==> src/rtl/datapath_sequencer_pkg.sv <==
// Shared constants and types for the R-type datapath sequencer.
// Latency: n/a (declarations only).
// Backpressure: n/a.
package riscv_ctrl_pkg;

    localparam logic [6:0] OPC_RTYPE   = 7'b0110011;
    localparam logic [6:0] FUNCT7_BASE = 7'h00;
    localparam logic [6:0] FUNCT7_ALT  = 7'h20;

    localparam logic [3:0] ALU_AND = 4'b0000;
    localparam logic [3:0] ALU_OR  = 4'b0001;
    localparam logic [3:0] ALU_ADD = 4'b0010;
    localparam logic [3:0] ALU_SUB = 4'b0011;
    localparam logic [3:0] ALU_XOR = 4'b0100;
    localparam logic [3:0] ALU_SLT = 4'b0101;
    localparam logic [3:0] ALU_SLL = 4'b0110;
    localparam logic [3:0] ALU_SRL = 4'b0111;
    localparam logic [3:0] ALU_SRA = 4'b1000;

    typedef enum logic [1:0] {
        IDLE   = 2'd0,
        DECODE = 2'd1,
        EXEC   = 2'd2,
        WB     = 2'd3
    } state_t;

    // RV32I R-type field layout, MSB first.
    typedef struct packed {
        logic [6:0] funct7;
        logic [4:0] rs2;
        logic [4:0] rs1;
        logic [2:0] funct3;
        logic [4:0] rd;
        logic [6:0] opcode;
    } rtype_t;

endpackage

==> src/rtl/datapath_sequencer_if.sv <==
// Bundle of instruction handshake, Datapath control and retirement status.
// Latency: n/a (wiring only).
// Backpressure: instr_valid/instr_ready; requester holds the word until accepted.
interface datapath_sequencer_if #(
    parameter int CNT_W = 16
) ();
    logic [31:0]      instr_in;
    logic             instr_valid;
    logic             instr_ready;
    logic             flush;
    logic [4:0]       rs1;
    logic [4:0]       rs2;
    logic [4:0]       rd;
    logic [3:0]       alu_control_signal;
    logic             regwrite_control_signal;
    logic             zero_flag;
    logic             done;
    logic             zero_out;
    logic             illegal;
    logic [CNT_W-1:0] retired_count;

    // Sequencer side.
    modport slave (
        input  instr_in, instr_valid, flush, zero_flag,
        output instr_ready, rs1, rs2, rd, alu_control_signal,
               regwrite_control_signal, done, zero_out, illegal, retired_count
    );

    // Requester / Datapath side.
    modport master (
        output instr_in, instr_valid, flush, zero_flag,
        input  instr_ready, rs1, rs2, rd, alu_control_signal,
               regwrite_control_signal, done, zero_out, illegal, retired_count
    );
endinterface

==> src/rtl/datapath_sequencer_alu_op_decoder.sv <==
// Maps an R-type funct7/funct3 pair to the Datapath ALU code and flags unknown pairs.
// Latency: combinational.
// Backpressure: none.
// Ports: funct7, funct3 in; alu_code, legal out.
module alu_op_decoder
    import riscv_ctrl_pkg::*;
(
    input  logic [6:0] funct7,
    input  logic [2:0] funct3,
    output logic [3:0] alu_code,
    output logic       legal
);

    always_comb begin
        alu_code = ALU_ADD;
        legal    = 1'b1;
        case ({funct7, funct3})
            {FUNCT7_BASE, 3'b000}: alu_code = ALU_ADD;
            {FUNCT7_ALT,  3'b000}: alu_code = ALU_SUB;
            {FUNCT7_BASE, 3'b111}: alu_code = ALU_AND;
            {FUNCT7_BASE, 3'b110}: alu_code = ALU_OR;
            {FUNCT7_BASE, 3'b100}: alu_code = ALU_XOR;
            {FUNCT7_BASE, 3'b010}: alu_code = ALU_SLT;
            {FUNCT7_BASE, 3'b001}: alu_code = ALU_SLL;
            {FUNCT7_BASE, 3'b101}: alu_code = ALU_SRL;
            {FUNCT7_ALT,  3'b101}: alu_code = ALU_SRA;
            default:               legal    = 1'b0;
        endcase
    end

endmodule

==> src/rtl/datapath_sequencer.sv <==
// Multi-cycle sequencer: decodes R-type words and drives Datapath RF/ALU controls.
// Latency: accept t0 -> DECODE t1 -> EXEC t2 -> WB t3 -> done t4; one instr per 4 cycles.
// Backpressure: instr_ready high only in IDLE; flush aborts DECODE/EXEC, not WB.
// Ports: clock, reset (async active-low), bus (slave modport of datapath_sequencer_if).
module datapath_sequencer
    import riscv_ctrl_pkg::*;
#(
    parameter int CNT_W = 16
) (
    input  logic                  clock,
    input  logic                  reset,
    datapath_sequencer_if.slave   bus
);

    state_t           state_q, state_nxt;
    rtype_t           ir_q;
    logic [3:0]       dec_code;
    logic             dec_legal;
    logic             instr_ok;
    logic             accept;

    logic             ready_q;
    logic [4:0]       rs1_q, rs2_q, rd_q;
    logic [3:0]       alu_q;
    logic             regwrite_q, done_q, illegal_q, zero_q;
    logic [CNT_W-1:0] cnt_q;

    logic             load_ops, wr_nxt, done_nxt, ill_nxt, retire;

    alu_op_decoder u_alu_op_decoder (
        .funct7   (ir_q.funct7),
        .funct3   (ir_q.funct3),
        .alu_code (dec_code),
        .legal    (dec_legal)
    );

    assign instr_ok = dec_legal && (ir_q.opcode == OPC_RTYPE);
    // ready_q rather than the state gates accept, so nothing is taken in the
    // first cycle after reset release.
    assign accept   = bus.instr_valid && ready_q && !bus.flush;

    always_ff @(posedge clock or negedge reset) begin
        if (!reset) state_q <= IDLE;
        else        state_q <= state_nxt;
    end

    always_comb begin
        state_nxt = state_q;
        load_ops  = 1'b0;
        wr_nxt    = 1'b0;
        done_nxt  = 1'b0;
        ill_nxt   = 1'b0;
        retire    = 1'b0;
        case (state_q)
            IDLE: begin
                if (accept) state_nxt = DECODE;
            end
            DECODE: begin
                if (bus.flush) begin
                    state_nxt = IDLE;
                end else if (instr_ok) begin
                    state_nxt = EXEC;
                    load_ops  = 1'b1;
                end else begin
                    state_nxt = IDLE;
                    ill_nxt   = 1'b1;
                end
            end
            EXEC: begin
                if (bus.flush) begin
                    state_nxt = IDLE;
                end else begin
                    state_nxt = WB;
                    // x0 is hardwired: retire without writing.
                    wr_nxt    = (ir_q.rd != 5'd0);
                end
            end
            WB: begin
                // The write is already on the wire, so flush no longer cancels it.
                state_nxt = IDLE;
                done_nxt  = 1'b1;
                retire    = 1'b1;
            end
            default: state_nxt = IDLE;
        endcase
    end

    always_ff @(posedge clock or negedge reset) begin
        if (!reset) begin
            ir_q       <= '0;
            ready_q    <= 1'b0;
            rs1_q      <= '0;
            rs2_q      <= '0;
            rd_q       <= '0;
            alu_q      <= '0;
            regwrite_q <= 1'b0;
            done_q     <= 1'b0;
            illegal_q  <= 1'b0;
            zero_q     <= 1'b0;
            cnt_q      <= '0;
        end else begin
            ready_q    <= (state_nxt == IDLE);
            regwrite_q <= wr_nxt;
            done_q     <= done_nxt;
            illegal_q  <= ill_nxt;
            if (accept) ir_q <= bus.instr_in;
            // Operand fields only change on a legal decode, so they hold in IDLE.
            if (load_ops) begin
                rs1_q <= ir_q.rs1;
                rs2_q <= ir_q.rs2;
                rd_q  <= ir_q.rd;
                alu_q <= dec_code;
            end
            if (retire) begin
                zero_q <= bus.zero_flag;
                cnt_q  <= cnt_q + CNT_W'(1);
            end
        end
    end

    assign bus.instr_ready             = ready_q;
    assign bus.rs1                     = rs1_q;
    assign bus.rs2                     = rs2_q;
    assign bus.rd                      = rd_q;
    assign bus.alu_control_signal      = alu_q;
    assign bus.regwrite_control_signal = regwrite_q;
    assign bus.done                    = done_q;
    assign bus.illegal                 = illegal_q;
    assign bus.zero_out                = zero_q;
    assign bus.retired_count           = cnt_q;

endmodule
==> src/flat_wrapper.sv <==
// flat-port wrapper written by rule: the top's interface ports become plain ports
module datapath_sequencer_flat import riscv_ctrl_pkg::*;
#(
    parameter int CNT_W = 16
)
  (clock, reset, bus_instr_in, bus_instr_valid, bus_flush, bus_zero_flag, bus_instr_ready, bus_rs1, bus_rs2, bus_rd, bus_alu_control_signal, bus_regwrite_control_signal, bus_done, bus_zero_out, bus_illegal, bus_retired_count);
  datapath_sequencer_if #(.CNT_W(CNT_W)) bus_i ();
  input  logic clock;
  input  logic reset;
  input wire logic [$bits(bus_i.instr_in)-1:0] bus_instr_in;
  input wire logic [$bits(bus_i.instr_valid)-1:0] bus_instr_valid;
  input wire logic [$bits(bus_i.flush)-1:0] bus_flush;
  input wire logic [$bits(bus_i.zero_flag)-1:0] bus_zero_flag;
  output wire logic [$bits(bus_i.instr_ready)-1:0] bus_instr_ready;
  output wire logic [$bits(bus_i.rs1)-1:0] bus_rs1;
  output wire logic [$bits(bus_i.rs2)-1:0] bus_rs2;
  output wire logic [$bits(bus_i.rd)-1:0] bus_rd;
  output wire logic [$bits(bus_i.alu_control_signal)-1:0] bus_alu_control_signal;
  output wire logic [$bits(bus_i.regwrite_control_signal)-1:0] bus_regwrite_control_signal;
  output wire logic [$bits(bus_i.done)-1:0] bus_done;
  output wire logic [$bits(bus_i.zero_out)-1:0] bus_zero_out;
  output wire logic [$bits(bus_i.illegal)-1:0] bus_illegal;
  output wire logic [$bits(bus_i.retired_count)-1:0] bus_retired_count;
  assign bus_i.instr_in = bus_instr_in;
  assign bus_i.instr_valid = bus_instr_valid;
  assign bus_i.flush = bus_flush;
  assign bus_i.zero_flag = bus_zero_flag;
  assign bus_instr_ready = bus_i.instr_ready;
  assign bus_rs1 = bus_i.rs1;
  assign bus_rs2 = bus_i.rs2;
  assign bus_rd = bus_i.rd;
  assign bus_alu_control_signal = bus_i.alu_control_signal;
  assign bus_regwrite_control_signal = bus_i.regwrite_control_signal;
  assign bus_done = bus_i.done;
  assign bus_zero_out = bus_i.zero_out;
  assign bus_illegal = bus_i.illegal;
  assign bus_retired_count = bus_i.retired_count;
  datapath_sequencer #(.CNT_W(CNT_W)) u_core (.clock(clock), .reset(reset), .bus(bus_i));
endmodule
==> config.mk <==
export PLATFORM = sky130hd
export DESIGN_NAME = datapath_sequencer_flat
export DESIGN_NICKNAME = d
export VERILOG_FILES = /design/src/rtl/datapath_sequencer_pkg.sv /design/src/rtl/datapath_sequencer_if.sv /design/src/rtl/datapath_sequencer_alu_op_decoder.sv /design/src/rtl/datapath_sequencer.sv /design/src/flat_wrapper.sv
export SDC_FILE = /design/constraint.sdc
export NUM_CORES = 1
export LEC_CHECK = 0
export ABC_AREA = 1
export CORE_MARGIN = 10
export CORE_UTILIZATION = 55
export CTS_CLUSTER_SIZE = 25
export DETAILED_ROUTE_END_ITERATION = 10
export DONT_BUFFER_PORTS = 1
export PLACE_DENSITY = 0.71
export SLEW_MARGIN = 20
export SYNTH_ARGS = -nofsm -noshare
export SYNTH_HDL_FRONTEND = slang
export SYNTH_SLANG_ARGS = --single-unit
==> constraint.sdc <==
create_clock -name clock -period 1.3 [get_ports clock]
set_input_delay 0.195 -clock clock [delete_from_list [all_inputs] [get_ports clock]]
set_output_delay 0.195 -clock clock [all_outputs]
set_load 0.005 [all_outputs]
==> implementation parameters, run 1 <==
Parameter                              Value

Floorplanning
  Die width    96.5 µm
  Die height    96.5 µm
  I/O pins    77
  Total die area    0.00931 mm²
  Initial Util    57.7%
  Number of standard-cell rows in the floorplan    27
  Total core area    0.00557 mm²

Setup path
  Worst setup SP type    register
  Beginning of the worst register-to-register path    u_core.ir_q[31]
  Endpoint of the lowest-slack register-to-register path    u_core.bus.rd[1]
  Data required time of the worst path    1.53 ns
  Worst-case register-to-register setup slack    -0.25 ns
  CP arrival    1.78 ns
  Setup Crit Path Kind    register to register
  Reg2reg path depth    9
  Maximum fanout along the worst path    19
  Worst Setup End Kind    register

Placement
  GP Congestion    0.854
  Count of buffers inserted at the top-level ports    0
  Post-Place Worst Slack    -0.285 ns
  Post-place instance area    0.00357 mm²
  Final HPWL from detailed placement    5020 µm

GRT
  Total overflow reported by the global router    0
  Largest net degree at the start of global routing    75
  First-pass GRT wire length    12300 µm
  Initial antenna violation count    0
  Number of global-route vias before repair    2456
  Total track usage    17.1%

Clock tree
  TritonCTS clock tree    built
  TritonCTS buffer count    9
  Clock Tree Buf Depth    2
  Clock network latency to the later pin of the worst-skew pair    0.34 ns
  Clock slew at reported path FFs    0.08 ns
  H-Tree Level Count    3
  Number of sinks handled by clock tree synthesis    74
  CTS Root Cell    clkbuf_8

Route
  Detailed-route wire length per cell    17.1 µm
  Detailed-routing iteration count for the pre-antenna-repair pass    4
  Number of remaining DRC errors    0
  Post-detailed-route via-to-cell ratio    5.23
  DRT antenna net count    0
  Aggregate routed wire length    7890 µm
  Total number of vias    2416
  Violation count after the first detailed-route iteration    62

Outcome
  Failing checks    hold timing, setup timing
  Outcome    finished, violations left

Synth
  Synthesis warning total    0
  Register area share after synthesis    57.6%
  Count of distinct cell types in the synthesized netlist    33
  Post-Synthesis Cells    303
  Mapped Area    0.00322 mm²
  Mean post-synth cell area    10.6 µm²
  #FFs+latches synth    74
  Fraction of the mapped netlist area in simple logic gates    22.4%
  Multiplexer area fraction after synthesis    9.80%
  Area share of xor/xnor cells in the synthesized design    3.81%
  Post-Synthesis Net Count    341
  Post-synth top area share    57.6%
  Synth top area cells    dfrtp_1, mux2_2, nand2_1
  Combinational family with the most area after synthesis    simple AND/OR/NAND/NOR gates
  Arithmetic-cell share of the synthesized area counting full adders, half adders and majority gates    0.389%
  Area fraction in compound gates after synthesis    2.02%
  Area leader, netlist    dfrtp_1

Timing
  Maximum clock skew at final layout    0.00462 ns
  Final setup violation count    30
  Achievable Freq    645 MHz
  Post-route minimum period    1.55 ns
  Pins over their slew limit    0
  Fin. Hold Viols    74
  Period Utilization, post-route    119%
  Relative slew margins    80.8%
  RSZ-0062 raised after global routing    yes
  Tightest Pin Transition    0.285 ns
  Final worst hold slack    -0.463 ns
  Fin worst setup slack    -0.250 ns

Final layout
  Design Area, Final    0.00432 mm²
  Number of fill cells in the layout    365
  Share of cells above drive strength 1    36.2%
  Final nets    423
  Antenna Cells    0
  Growth of design area from synthesis to finish    34.2%

Power
  Power per cell area    1150 mW/mm²
  Static leakage    2.17 nW
  Worst VDD drop    917 µV

Job
  Max_cap viols    0

Worst hold path
  Tightest Hold Check Type    input pin to async pin
## power by group
| group | internal (W) | switching (W) | leakage (nW) |
|---|---|---|---|
| registers | 0.00249 | 0.000132 | 0.948 |
| logic | 0.000318 | 0.000225 | 1.12 |
| clock network | 0.000942 | 0.000874 | 0.106 |
## per-stage QoR
stage	setup TNS [ns]	power (W)	std cells	utilization, %
finish	-5.38	0.00498	462	77.4
global route	-8.72	0.00521	462	77.4
CTS	-5.34	0.00495	454	74.3
detailed placement	-5.77	0.00306	402	64.0
global placement	-4.03	0.00303	402	64.0
floorplan	-1.46	0.00291	303	-
## sequential cells by signal, summed over array words and instances, names as in the netlist
register	cells
u_core.ir_q	32
u_core.bus.illegal	1
u_core.bus.alu_control_signal	4
u_core.bus.done	1
u_core.bus.zero_out	1
u_core.bus.regwrite_control_signal	1
u_core.bus.rs2	5
u_core.bus.retired_count	16
u_core.bus.rd	5
u_core.bus.instr_ready	1
u_core.state_q	2
u_core.bus.rs1	5
## cells in the final DEF (no fill, tap or decap), types with 6 or more instances in the layout
cell type,n
mux2_2,28
nor2_4,7
nand2_2,8
dfrtp_1,73
nor2_2,7
inv_1,15
dlygate4sd3_1,31
clkbuf_8,10
buf_6,6
nand4_1,25
nor2_1,15
nand2_1,64
buf_4,43
xor2_1,8
## cells by family (layout without fill, tap and decap cells)
| group | after synthesis | in the layout |
|---|---|---|
| flops | 74 | 74 |
| mux | 28 | 28 |
| buf+inv | 30 | 117 |
| fa+ha+maj | 1 | 1 |
| compound gates | 11 | 11 |
| simple gates | 145 | 145 |
| xor+xnor | 14 | 14 |
## worst max-delay path: stages (launching register included)
cell	delay, ns
dfrtp_1	0.40
nor2_2	0.16
nand2_2	0.09
nor2_4	0.15
o21ai_2	0.08
nand4_1	0.15
nand3_2	0.12
buf_12	0.18
nand2_1	0.06
nand2_1	0.06
## layout make-up
cell class / instances / area (µm²) / share of cell area, %
multi-input combinational: 199 / 1360 / 31.4
timing repair buffer: 82 / 741 / 17.2
sequential: 74 / 1850 / 42.9
tap: 72 / 90.1 / 2.09
inverter: 19 / 72.6 / 1.68
clock buffer: 10 / 138 / 3.19
clock inverter: 6 / 66.3 / 1.54
## worst max-delay path by stage
stage	start	end	slack, ns
floorplan	u_core.ir_q[31]	u_core.bus.alu_control_signal[0]	-0.08
global placement	u_core.ir_q[29]	u_core.bus.rs2[2]	-0.19
detailed placement	u_core.ir_q[29]	u_core.bus.rd[1]	-0.28
CTS	u_core.ir_q[25]	u_core.bus.rd[1]	-0.25
global route	u_core.ir_q[14]	u_core.bus.alu_control_signal[2]	-0.38
finish	u_core.ir_q[31]	u_core.bus.rd[1]	-0.25
## timing repair
| action | CTS | global route |
|---|---|---|
| hold buffers | 30 | 1 |
| pin swaps | 7 | 8 |
| buffers inserted | 6 | 7 |
| endpoints found under the setup margin | 29 | 32 |
| endpoints found under the hold margin | 104 | 75 |
| resized for setup | 7 | 31 |
## Yosys cell counts (all sizes together)
library cell	number
nor4	1
nor3	5
and3	1
o41ai	1
ha	1
nor2	29
nand3	8
clkinv	1
nand4	25
nand2	75
xnor2	6
inv	18
clkbuf	2
mux2	28
or2	1
o21ai	4
dfrtp	74
a21boi	1
a21oi	5
xor2	8
buf	9
## layer usage
layer	vias to the layer above	share of wire (%)	GRT usage (%)
li1	1163	-	-
met1	1176	41	21.1
met2	72	49	26.7
met3	5	9.7	7.02
met4	0	0.61	5.81
met5	-	0	0
(Power assumes the default switching activity.)
==> run 2: changes to the inputs <==
--- a/config.mk
+++ b/config.mk
@@ -11,7 +11,7 @@
 export CTS_CLUSTER_SIZE = 25
 export DETAILED_ROUTE_END_ITERATION = 10
 export DONT_BUFFER_PORTS = 1
-export PLACE_DENSITY = 0.71
+export PLACE_DENSITY = 0.83
 export SLEW_MARGIN = 20
 export SYNTH_ARGS = -nofsm -noshare
 export SYNTH_HDL_FRONTEND = slang
==> implementation parameters, run 2 (synthesis results as in run 1) <==
Parameter                              Value

Final layout
  Commonest non-fill, non-tap cell in the layout    dfrtp_1
  Design Area, Final    0.00433 mm²
  Number of flip-flops in the largest register    32
  Top library cells by usage in the layout, fill and taps aside    dfrtp_1, nand2_1, buf_4
  Antenna Cells    0
  Final nets    425
  Share of cells above drive strength 1    36.2%
  Growth of design area from synthesis to finish    34.5%
  Reg with most FFs    u_core.ir_q

Clock tree
  TritonCTS buffer count    9
  CTS Root Cell    clkbuf_8
  Number of sinks handled by clock tree synthesis    74
  Clock Tree Buf Depth    2
  Clock slew at reported path FFs    0.08 ns
  TritonCTS clock tree    built
  Clock network latency to the later pin of the worst-skew pair    0.35 ns
  H-Tree Level Count    3

Route
  Detailed-routing iteration count for the pre-antenna-repair pass    4
  Violation count after the first detailed-route iteration    156
  DRT antenna net count    0
  Post-detailed-route via-to-cell ratio    5.51
  Aggregate routed wire length    8430 µm
  Number of remaining DRC errors    0
  Total number of vias    2555
  Detailed-route wire length per cell    18.2 µm

Power
  Power per cell area    1120 mW/mm²
  Worst VDD drop    674 µV
  Static leakage    2.18 nW

Setup path
  Buffers plus inverters on the worst setup path    1
  Maximum fanout along the worst path    10
  Critical-path cell with the highest stage delay    dfrtp_1
  Setup Crit Path Kind    register to register
  Sequence of cells on the critical path    nor2_4, nand2_4, nor2_4, o21ai_2, nand4_1, nand3_2, buf_6, nand2_1, nand2_1
  Worst Setup End Kind    register
  Worst setup SP type    register
  CP arrival    1.80 ns
  Family with the most delay on the worst path    simple AND/OR/NAND/NOR gates
  Critical Path Max Stage Delay    0.41 ns
  Data required time of the worst path    1.54 ns

Timing
  Tightest Pin Transition    0.316 ns
  RSZ-0062 raised after global routing    yes
  Pins over their slew limit    0
  Final setup violation count    31
  Relative slew margins    78.8%
  Fin. Hold Viols    74
  Achievable Freq    640 MHz
  Final worst hold slack    -0.464 ns
  Maximum clock skew at final layout    0.00597 ns
  Post-route minimum period    1.56 ns
  Fin worst setup slack    -0.262 ns
  Period Utilization, post-route    120%

Placement
  Final HPWL from detailed placement    5330 µm
  Count of buffers inserted at the top-level ports    0
  GP Congestion    0.817
  Post-place instance area    0.00360 mm²
  Post-Place Worst Slack    -0.269 ns

Outcome
  Outcome    finished, violations left
  Failing checks    hold timing, setup timing

GRT
  Largest net degree at the start of global routing    75
  Number of global-route vias before repair    2707
  Initial antenna violation count    0
  First-pass GRT wire length    13100 µm
  Total track usage    18.3%
  Total overflow reported by the global router    0

Floorplanning
  Total core area    0.00557 mm²
  Number of standard-cell rows in the floorplan    27
  Die width    96.5 µm
  I/O pins    77
  Die height    96.5 µm
  Total die area    0.00931 mm²
  Initial Util    57.7%

Job
  Max_cap viols    0

Worst hold path
  Tightest Hold Check Type    input pin to async pin
[run 2: cell types whose count changed in the layout (fill, tap and decap cells not counted), moves of 2 or more]
| cell | previous run | this run |
|---|---|---|
| clkinv_4 | 3 | 1 |
| buf_6 | 6 | 10 |
| nand2_1 | 64 | 67 |
| nand2_2 | 8 | 4 |
[run 2: worst register-to-register path, stage by stage (launching register included)]
cell	delay, ns
dfrtp_1	0.41
nor2_4	0.15
nand2_4	0.10
nor2_4	0.14
o21ai_2	0.09
nand4_1	0.16
nand3_2	0.12
buf_6	0.17
nand2_1	0.06
nand2_1	0.05
[run 2: area by class of cell]
type / count / area, µm²
Inverter: 19 / 72.6
Multi-Input combinational cell: 199 / 1360
Tap cell: 72 / 90.1
Clock buffer: 12 / 155
Clock inverter: 4 / 26.3
Sequential cell: 74 / 1850
Timing Repair Buffer: 84 / 768
Fill cell: 329 / 1250
[run 2: through the flow]
stage	TNS [ns]	util (%)	total power, W	instances
6_report	-6.03	77.6	0.00484	464
5_1_grt	-8.85	77.6	0.00505	464
4_1_cts	-5.66	74.7	0.00479	457
2_1_floorplan	-1.46	-	0.00291	303
3_5_place_dp	-5.77	64.6	0.00309	406
3_3_place_gp	-3.21	64.6	0.00305	406
[run 2: report_power, final]
group	switching, W	internal (W)	leakage, nW
logic	0.000240	0.000330	1.14
registers	0.000139	0.00249	0.946
clock network	0.000840	0.000795	0.0924
total	0.00122	0.00362	2.18
[run 2: path summary, 6_finish.rpt]
kind | end | cells after the start | start | slack (ns)
max | u_core.bus.alu_control_signal[0] | 9 | u_core.ir_q[28] | -0.26
min | u_core.ir_q[0] | 0 | reset | -0.46
max reg2reg | u_core.bus.alu_control_signal[0] | 9 | u_core.ir_q[28] | -0.26
min reg2reg | u_core.ir_q[20] | 1 | u_core.ir_q[20] | 0.51
max in group asynchronous | u_core.ir_q[25] | 0 | reset | 1.63
min in group clock | u_core.ir_q[13] | 2 | bus_instr_in[13] | 0.01
[run 2: routing by layer]
metal  up-vias  wire length [µm]  global-route usage [%]
li1       1174                 -                       -
met1      1246              3090                    19.5
met2        99              4300                    31.4
met3        36               652                    5.01
met4         0               392                    11.6
met5         -                 0                       0
[run 2: timing repair]
action | CTS | global route
endpoints found under the hold margin | 103 | 75
hold buffers | 29 | 1
pin swaps | 7 | 11
buffers inserted | 6 | 6
gates resized for setup | 11 | 32
setup endpoints to repair | 29 | 33
==> run 3: changes to the inputs <==
--- a/config.mk
+++ b/config.mk
@@ -12,6 +12,7 @@
 export DETAILED_ROUTE_END_ITERATION = 10
 export DONT_BUFFER_PORTS = 1
 export PLACE_DENSITY = 0.83
+export RECOVER_POWER = 25
 export SLEW_MARGIN = 20
 export SYNTH_ARGS = -nofsm -noshare
 export SYNTH_HDL_FRONTEND = slang
==> results of run 3 <==
Same layout as run 2: the final DEF is identical, and so are final timing and power.
